--- config.mk ---
export PLATFORM = sky130hd
export DESIGN_NAME = adc_capture_ctrl
export DESIGN_NICKNAME = d
export VERILOG_FILES = /design/src/rtl/adc_pkg.sv /design/src/rtl/rr_arbiter.sv /design/src/rtl/adc_capture_ctrl.sv
export SDC_FILE = /design/constraint.sdc
export NUM_CORES = 1
export LEC_CHECK = 0
export CORE_UTILIZATION = 40
export CTS_CLUSTER_DIAMETER = 150
export CTS_CLUSTER_SIZE = 24
export DETAILED_ROUTE_END_ITERATION = 10
export PLACE_DENSITY = 0.74
export SLEW_MARGIN = 40
export SYNTH_ARGS = -nofsm -noshare
export SYNTH_HDL_FRONTEND = slang
export SYNTH_SLANG_ARGS = --single-unit
--- constraint.sdc ---
create_clock -name wb_clk_i -period 5.1 [get_ports wb_clk_i]
set_clock_uncertainty 0.15 [all_clocks]
set_input_delay 1.02 -clock wb_clk_i [delete_from_list [all_inputs] [get_ports wb_clk_i]]
set_output_delay 1.02 -clock wb_clk_i [all_outputs]
set_load 0.005 [all_outputs]
--- src/rtl/adc_pkg.sv ---
// Shared types, default widths and width helpers for the ADC capture engine.
package adc_pkg;

    typedef enum logic [1:0] {
        IDLE,
        CAPTURE,
        DONE
    } cap_state_e;

    localparam int unsigned NCH_DEF    = 3;
    localparam int unsigned DATA_W_DEF = 32;
    localparam int unsigned ADDR_W_DEF = 9;
    localparam int unsigned BANKS_DEF  = 4;

    // Linear pointer width: per-bank address bits plus bank-select bits.
    function automatic int unsigned ptr_width(int unsigned addr_w, int unsigned banks);
        return addr_w + $clog2(banks);
    endfunction

endpackage

--- src/rtl/rr_arbiter.sv ---
// Round-robin arbiter: one-hot grant plus index; priority moves to granted+1.
module rr_arbiter #(
    parameter int unsigned N = 3,
    localparam int unsigned IDX_W = (N > 1) ? $clog2(N) : 1
) (
    input  logic             clk_i,
    input  logic             rst_ni,
    input  logic [N-1:0]     req_i,
    output logic [N-1:0]     gnt_o,
    output logic [IDX_W-1:0] idx_o,
    output logic             valid_o
);

    logic [IDX_W-1:0] prio_q, prio_d;

    // Search requests starting at the priority pointer, wrapping at N.
    always_comb begin
        int unsigned j;
        logic [IDX_W-1:0] jj;
        gnt_o   = '0;
        idx_o   = '0;
        valid_o = 1'b0;
        for (int unsigned i = 0; i < N; i++) begin
            j  = (32'(prio_q) + i) % N;
            jj = IDX_W'(j);
            if (!valid_o && req_i[jj]) begin
                valid_o   = 1'b1;
                gnt_o[jj] = 1'b1;
                idx_o     = jj;
            end
        end
    end

    // Next priority: one past the winner, wrapping at N.
    always_comb begin
        prio_d = prio_q;
        if (valid_o) begin
            prio_d = (idx_o == IDX_W'(N - 1)) ? '0 : idx_o + IDX_W'(1);
        end
    end

    // Priority pointer register.
    always_ff @(posedge clk_i or negedge rst_ni) begin
        if (!rst_ni) begin
            prio_q <= '0;
        end else begin
            prio_q <= prio_d;
        end
    end

endmodule

--- src/rtl/adc_capture_ctrl.sv ---
// N-channel ADC capture engine: per-channel hold registers, round-robin
// arbitration and a registered write port into a linear banked SRAM buffer.
module adc_capture_ctrl
    import adc_pkg::*;
#(
    parameter int unsigned NCH    = NCH_DEF,
    parameter int unsigned DATA_W = DATA_W_DEF,
    parameter int unsigned ADDR_W = ADDR_W_DEF,
    parameter int unsigned BANKS  = BANKS_DEF,
    localparam int unsigned PTR_W  = ptr_width(ADDR_W, BANKS),
    localparam int unsigned MASK_W = DATA_W / 8,
    localparam int unsigned IDX_W  = (NCH > 1) ? $clog2(NCH) : 1
) (
    input  logic                  wb_clk_i,
    input  logic                  wb_rst_ni,
    input  logic                  start_i,
    input  logic                  stop_i,
    input  logic                  circ_i,
    input  logic [NCH-1:0]        ch_en_i,
    input  logic [PTR_W-1:0]      length_i,
    input  logic [NCH-1:0]        adc_dvalid_i,
    input  logic [NCH*DATA_W-1:0] adc_dat_i,
    output logic [BANKS-1:0]      mem_wenb_o,
    output logic [ADDR_W-1:0]     mem_waddr_o,
    output logic [DATA_W-1:0]     mem_data_o,
    output logic [MASK_W-1:0]     wmask_o,
    output logic [PTR_W-1:0]      wr_ptr_o,
    output logic                  busy_o,
    output logic                  done_o,
    output logic                  wrapped_o,
    output logic [NCH-1:0]        overflow_o,
    output logic                  irq_o
);

    cap_state_e state_q, state_d;

    logic              circ_q;
    logic [NCH-1:0]    ch_en_q;
    logic [PTR_W-1:0]  last_ptr_q;  // length-1; length 0 wraps to all ones = full buffer
    logic [PTR_W-1:0]  wr_ptr_q;
    logic              done_q, wrapped_q, irq_q;
    logic [NCH-1:0]    overflow_q, overflow_d;
    logic [NCH-1:0]    hold_full_q, hold_full_d, hold_load;
    logic [DATA_W-1:0] hold_q [NCH];

    logic [NCH-1:0]    arb_req, arb_gnt;
    logic [IDX_W-1:0]  arb_idx;
    logic              arb_valid;

    logic start_acc, wr_en, last_wr, cap_end;

    assign arb_req = hold_full_q & {NCH{busy_o}};

    rr_arbiter #(
        .N (NCH)
    ) u_arb (
        .clk_i   (wb_clk_i),
        .rst_ni  (wb_rst_ni),
        .req_i   (arb_req),
        .gnt_o   (arb_gnt),
        .idx_o   (arb_idx),
        .valid_o (arb_valid)
    );

    // Write qualification: a grant is a write; detect the final one-shot write.
    always_comb begin
        start_acc = start_i && (state_q != CAPTURE);
        wr_en     = arb_valid;
        last_wr   = wr_en && !circ_q && (wr_ptr_q == last_ptr_q);
    end

    // FSM state register.
    always_ff @(posedge wb_clk_i or negedge wb_rst_ni) begin
        if (!wb_rst_ni) begin
            state_q <= IDLE;
        end else begin
            state_q <= state_d;
        end
    end

    // FSM next state.
    always_comb begin
        state_d = state_q;
        unique case (state_q)
            IDLE, DONE: if (start_i) state_d = CAPTURE;
            CAPTURE:    if (stop_i || last_wr) state_d = DONE;
            default:    state_d = IDLE;
        endcase
    end

    // FSM outputs.
    always_comb begin
        busy_o  = (state_q == CAPTURE);
        cap_end = busy_o && (stop_i || last_wr);
    end

    // Hold-register next state and overflow detection.
    always_comb begin
        hold_load   = '0;
        hold_full_d = hold_full_q;
        overflow_d  = overflow_q;
        if (start_acc) overflow_d = '0;
        for (int unsigned c = 0; c < NCH; c++) begin
            if (arb_gnt[c]) hold_full_d[c] = 1'b0;
            if (busy_o && ch_en_q[c] && adc_dvalid_i[c]) begin
                // A grant this cycle frees the slot, so the new sample still fits.
                if (!hold_full_q[c] || arb_gnt[c]) begin
                    hold_load[c]   = 1'b1;
                    hold_full_d[c] = 1'b1;
                end else begin
                    overflow_d[c] = 1'b1;
                end
            end
        end
        // Leaving CAPTURE discards anything still held.
        if (cap_end) hold_full_d = '0;
    end

    // Hold registers.
    always_ff @(posedge wb_clk_i or negedge wb_rst_ni) begin
        if (!wb_rst_ni) begin
            hold_full_q <= '0;
            for (int unsigned c = 0; c < NCH; c++) hold_q[c] <= '0;
        end else begin
            hold_full_q <= hold_full_d;
            for (int unsigned c = 0; c < NCH; c++) begin
                if (hold_load[c]) hold_q[c] <= adc_dat_i[c*DATA_W +: DATA_W];
            end
        end
    end

    // Capture configuration, linear pointer and sticky status flags.
    always_ff @(posedge wb_clk_i or negedge wb_rst_ni) begin
        if (!wb_rst_ni) begin
            circ_q     <= 1'b0;
            ch_en_q    <= '0;
            last_ptr_q <= '0;
            wr_ptr_q   <= '0;
            done_q     <= 1'b0;
            wrapped_q  <= 1'b0;
            irq_q      <= 1'b0;
            overflow_q <= '0;
        end else begin
            overflow_q <= overflow_d;
            irq_q      <= cap_end;
            if (start_acc) begin
                circ_q     <= circ_i;
                ch_en_q    <= ch_en_i;
                last_ptr_q <= length_i - PTR_W'(1);
                wr_ptr_q   <= '0;
                done_q     <= 1'b0;
                wrapped_q  <= 1'b0;
            end else if (wr_en) begin
                wr_ptr_q <= wr_ptr_q + PTR_W'(1);
                if (circ_q && (wr_ptr_q == '1)) wrapped_q <= 1'b1;
            end
            if (cap_end) done_q <= 1'b1;
        end
    end

    // Registered SRAM write port; only the addressed bank is strobed.
    always_ff @(posedge wb_clk_i or negedge wb_rst_ni) begin
        if (!wb_rst_ni) begin
            mem_wenb_o  <= '1;
            mem_waddr_o <= '0;
            mem_data_o  <= '0;
            wmask_o     <= '0;
        end else if (wr_en) begin
            mem_wenb_o  <= ~(BANKS'(1) << wr_ptr_q[PTR_W-1:ADDR_W]);
            mem_waddr_o <= wr_ptr_q[ADDR_W-1:0];
            mem_data_o  <= hold_q[arb_idx];
            wmask_o     <= '1;
        end else begin
            mem_wenb_o <= '1;
            wmask_o    <= '0;
        end
    end

    assign wr_ptr_o   = wr_ptr_q;
    assign done_o     = done_q;
    assign wrapped_o  = wrapped_q;
    assign overflow_o = overflow_q;
    assign irq_o      = irq_q;

endmodule
==> out/metrics.yaml <==
sta:
  max_freq_ghz: 0.292
  tns_ns: 0
  drv_slew: 0
  finalCriticalPeriod_ns: 3.43
  finalCritPeriodShare_pct: 67.3
  hold_violations: 0
  slew_headroom_pct: 50.6
  setup_viol: 0
  worstMarginPinSlew_ns: 0.741
  rsz0062_at_grt: "no"
  whs_ns: 0.319
  setup_slack_ns: 1.67
logic_synthesis:
  synthArstFlopShare_pct: 100
  yosys-top-cells-count: "177 x dfrtp_1, 84 x nand2_1, 57 x mux2_2"
  synth.avg_cell_area_um2: 12.4
  synth_warnings: 0
  synth_edf_count: 0
  syn_nets: 773
  ys_ff_latch: 181
  syn-cell-area_mm2: 0.00806
  synth_cell_types: 52
  synthCells: 649
  ys.flop_type: "dfrtp_1"
  synth_most_common_cell: "dfrtp_1"
  post-synth-top-area-cell: "dfrtp_1"
  yosys-top-cells-area: "dfrtp_1 55%, mux2_2 8.0%, mux2_4 5.6%"
  ys_seq_area_share_pct: 56.2
  yosys.area.top_type_share_pct: 54.9
worst_setup_path:
  worst-path-max-fanout: 21
  endpoint_kind: "flop"
  critPathKind: "reg2reg"
  crit_buf_inv: 2
  worstPathCellList: "inv_1 > ha_1 > mux2i_1 > o22ai_2 > nor3_1 > a311o_1 > nand2b_4 > buf_4 > mux2_4"
  r2r-end: "hold_q[79]"
  arrival_ns: 3.59
  r2r_slack_ns: 1.67
  reg2reg_from: "u_arb.prio_q[0]"
  start_kind: "flop"
  r2r_cells: 9
  cp_slowest_cell: "nor3_1"
  cpPeakStageDelay_ns: 0.54
  cp_data_required_time_ns: 5.26
  cpLargestDelayFamily: "simple AND/OR/NAND/NOR gates"
die:
  num_rows: 51
  dieWidth_um: 144
  initial_core_util_pct: 41.2
  ios: 185
  coreArea_mm2: 0.0196
  die-area_mm2: 0.0207
  chipHeight_um: 144
clocking:
  root_buffer: "clkbuf_16"
  cts.sinks: 181
  h-tree-depth: 4
  ctsResizeCount: 0
  cts_hold_buf: 0
  tritoncts: "done"
  clk_transition_reported_paths_ns: 0.06
  clk_latency_ns: 0.43
  cts_setup_buffers: 0
  clockBufferDepth: 2
  cts-buffers-inserted: 17
placement:
  dpl.hpwl_um: 13400
  pre_cts_ws_ns: 1.48
  dp.cells: 1066
  port_buffers: 184
  place.gp.congestion: 0.855
min_path:
  whs_path_depth: 2
  min_from: "mem_waddr_o[6]"
  min_to: "mem_waddr_o[6]"
  hold_class: "reg2reg"
grt:
  grt-busiest-layer: "met2"
  antenna_found_initial: 0
  grt_overflow: 0
  grt.met3_usage_pct: 7.28
  gr-usage-met1_pct: 25.6
  grt_first_pass_wirelength_um: 31500
  grt_pass1_vias: 5866
  grt_util_all_layers_pct: 20.4
  grt_max_degree: 93
  grtUsageMet2_pct: 33.1
run:
  drv_cap: 0
cells_and_area:
  fill_cells: 1640
  fin_cells: 1098
  diodes: 0
  final_nets: 944
  syn_to_final_growth_pct: 33.2
  drive_gt1_share_pct: 17.5
run_status:
  status: "completed"
detailed_routing:
  routed_wl_um: 19800
  wl_per_cell_um: 18.1
  detail-route-antenna-nets: 0
  vias_per_cell: 5.13
  drtIter0Drc: 332
  vias: 5635
  drc_errors: 0
  firstDrtPassIters: 4
pwr:
  leakage_nw: 4.65
  vdd_ir_drop_max_uv: 254
  p_per_area_mw_per_mm2: 537
  total_power_w: 0.00577
==> power breakdown <==
part,switching [W],total (W),internal (W)
Combinational,0.000907,0.00198,0.00107
Sequential,0.000363,0.00239,0.00202
Clock,0.000576,0.00140,0.000825
Total,0.00185,0.00577,0.00392
==> layer usage <==
metal / share of wire (%) / vias to the layer above
met1: 42 / 2823
met2: 48 / 181
met4: 1.4 / 0
met5: 0 / -
met3: 7.9 / 20
li1: - / 2611
==> area by class of cell <==
cell class                      instances  area [µm²]  share of cell area, %
Sequential cell                       181        4530                   42.2
Multi-Input combinational cell        418        3280                   30.5
Timing Repair Buffer                  193        1930                   18.0
Clock buffer                           17         425                   3.96
Tap cell                              265         332                   3.09
Clock inverter                         15         204                   1.90
Inverter                                9        33.8                  0.314
==> worst min-delay path, stage by stage (launching register included) <==
cell and delay [ns]:
dfrtp_1 0.35, nand2_1 0.05, nand2_1 0.05
==> cell families after synthesis <==
group / after synthesis / synth area share, %
xor gates and xnor gates: 29 / 3.15
buffers and inverters: 50 / 3.63
adders and majority gates: 6 / 0.931
AOI/OAI and AO/OA: 81 / 6.92
muxes: 131 / 19.1
and+or+nand+nor: 171 / 9.99
DFF: 181 / 56.2
==> worst max path at each step <==
stage | startpoint | endpoint | cells past startpoint
floorplan | u_arb.prio_q[1] | hold_q[65] | 10
global placement | u_arb.prio_q[0] | hold_q[79] | 9
detailed placement | u_arb.prio_q[0] | hold_q[82] | 9
CTS | u_arb.prio_q[0] | hold_q[79] | 9
global route | u_arb.prio_q[0] | hold_q[84] | 9
finish | u_arb.prio_q[0] | hold_q[79] | 9
==> state kept, by name (all words and copies together), names as in the netlist <==
signal        count
state_q           2
ch_en_q           3
u_arb.prio_q      2
wmask_o           1
hold_full_q       3
last_ptr_q       11
mem_data_o       32
wr_ptr_o         11
mem_waddr_o       9
mem_wenb_o        4
hold_q           96
irq_o             1
wrapped_o         1
done_o            1
circ_q            1
overflow_o        3
==> per-stage QoR <==
| stage | utilization, % | cell area, µm² |
|---|---|---|
| floorplan | - | 8060 |
| global route | 54.8 | 10700 |
| CTS | 54.8 | 10700 |
| global placement | 51.4 | 10100 |
| detailed placement | 51.6 | 10100 |
| finish | 54.8 | 10700 |
==> cells in the final DEF (no fill, tap or decap), types with 6 or more instances in the layout <==
cell / count
clkdlybuf4s50_1: 183
dfrtp_1: 177
nand2_1: 83
mux2_2: 57
mux2i_1: 35
o21ai_0: 30
mux2_4: 30
nand3_1: 26
nor2_1: 20
o211ai_1: 18
clkbuf_16: 17
xor2_1: 15
a22oi_1: 14
xnor2_1: 14
mux2_1: 9
inv_1: 8
nor3_1: 8
buf_4: 8
nand3b_1: 6
ha_1: 6
(Power assumes the default switching activity.)
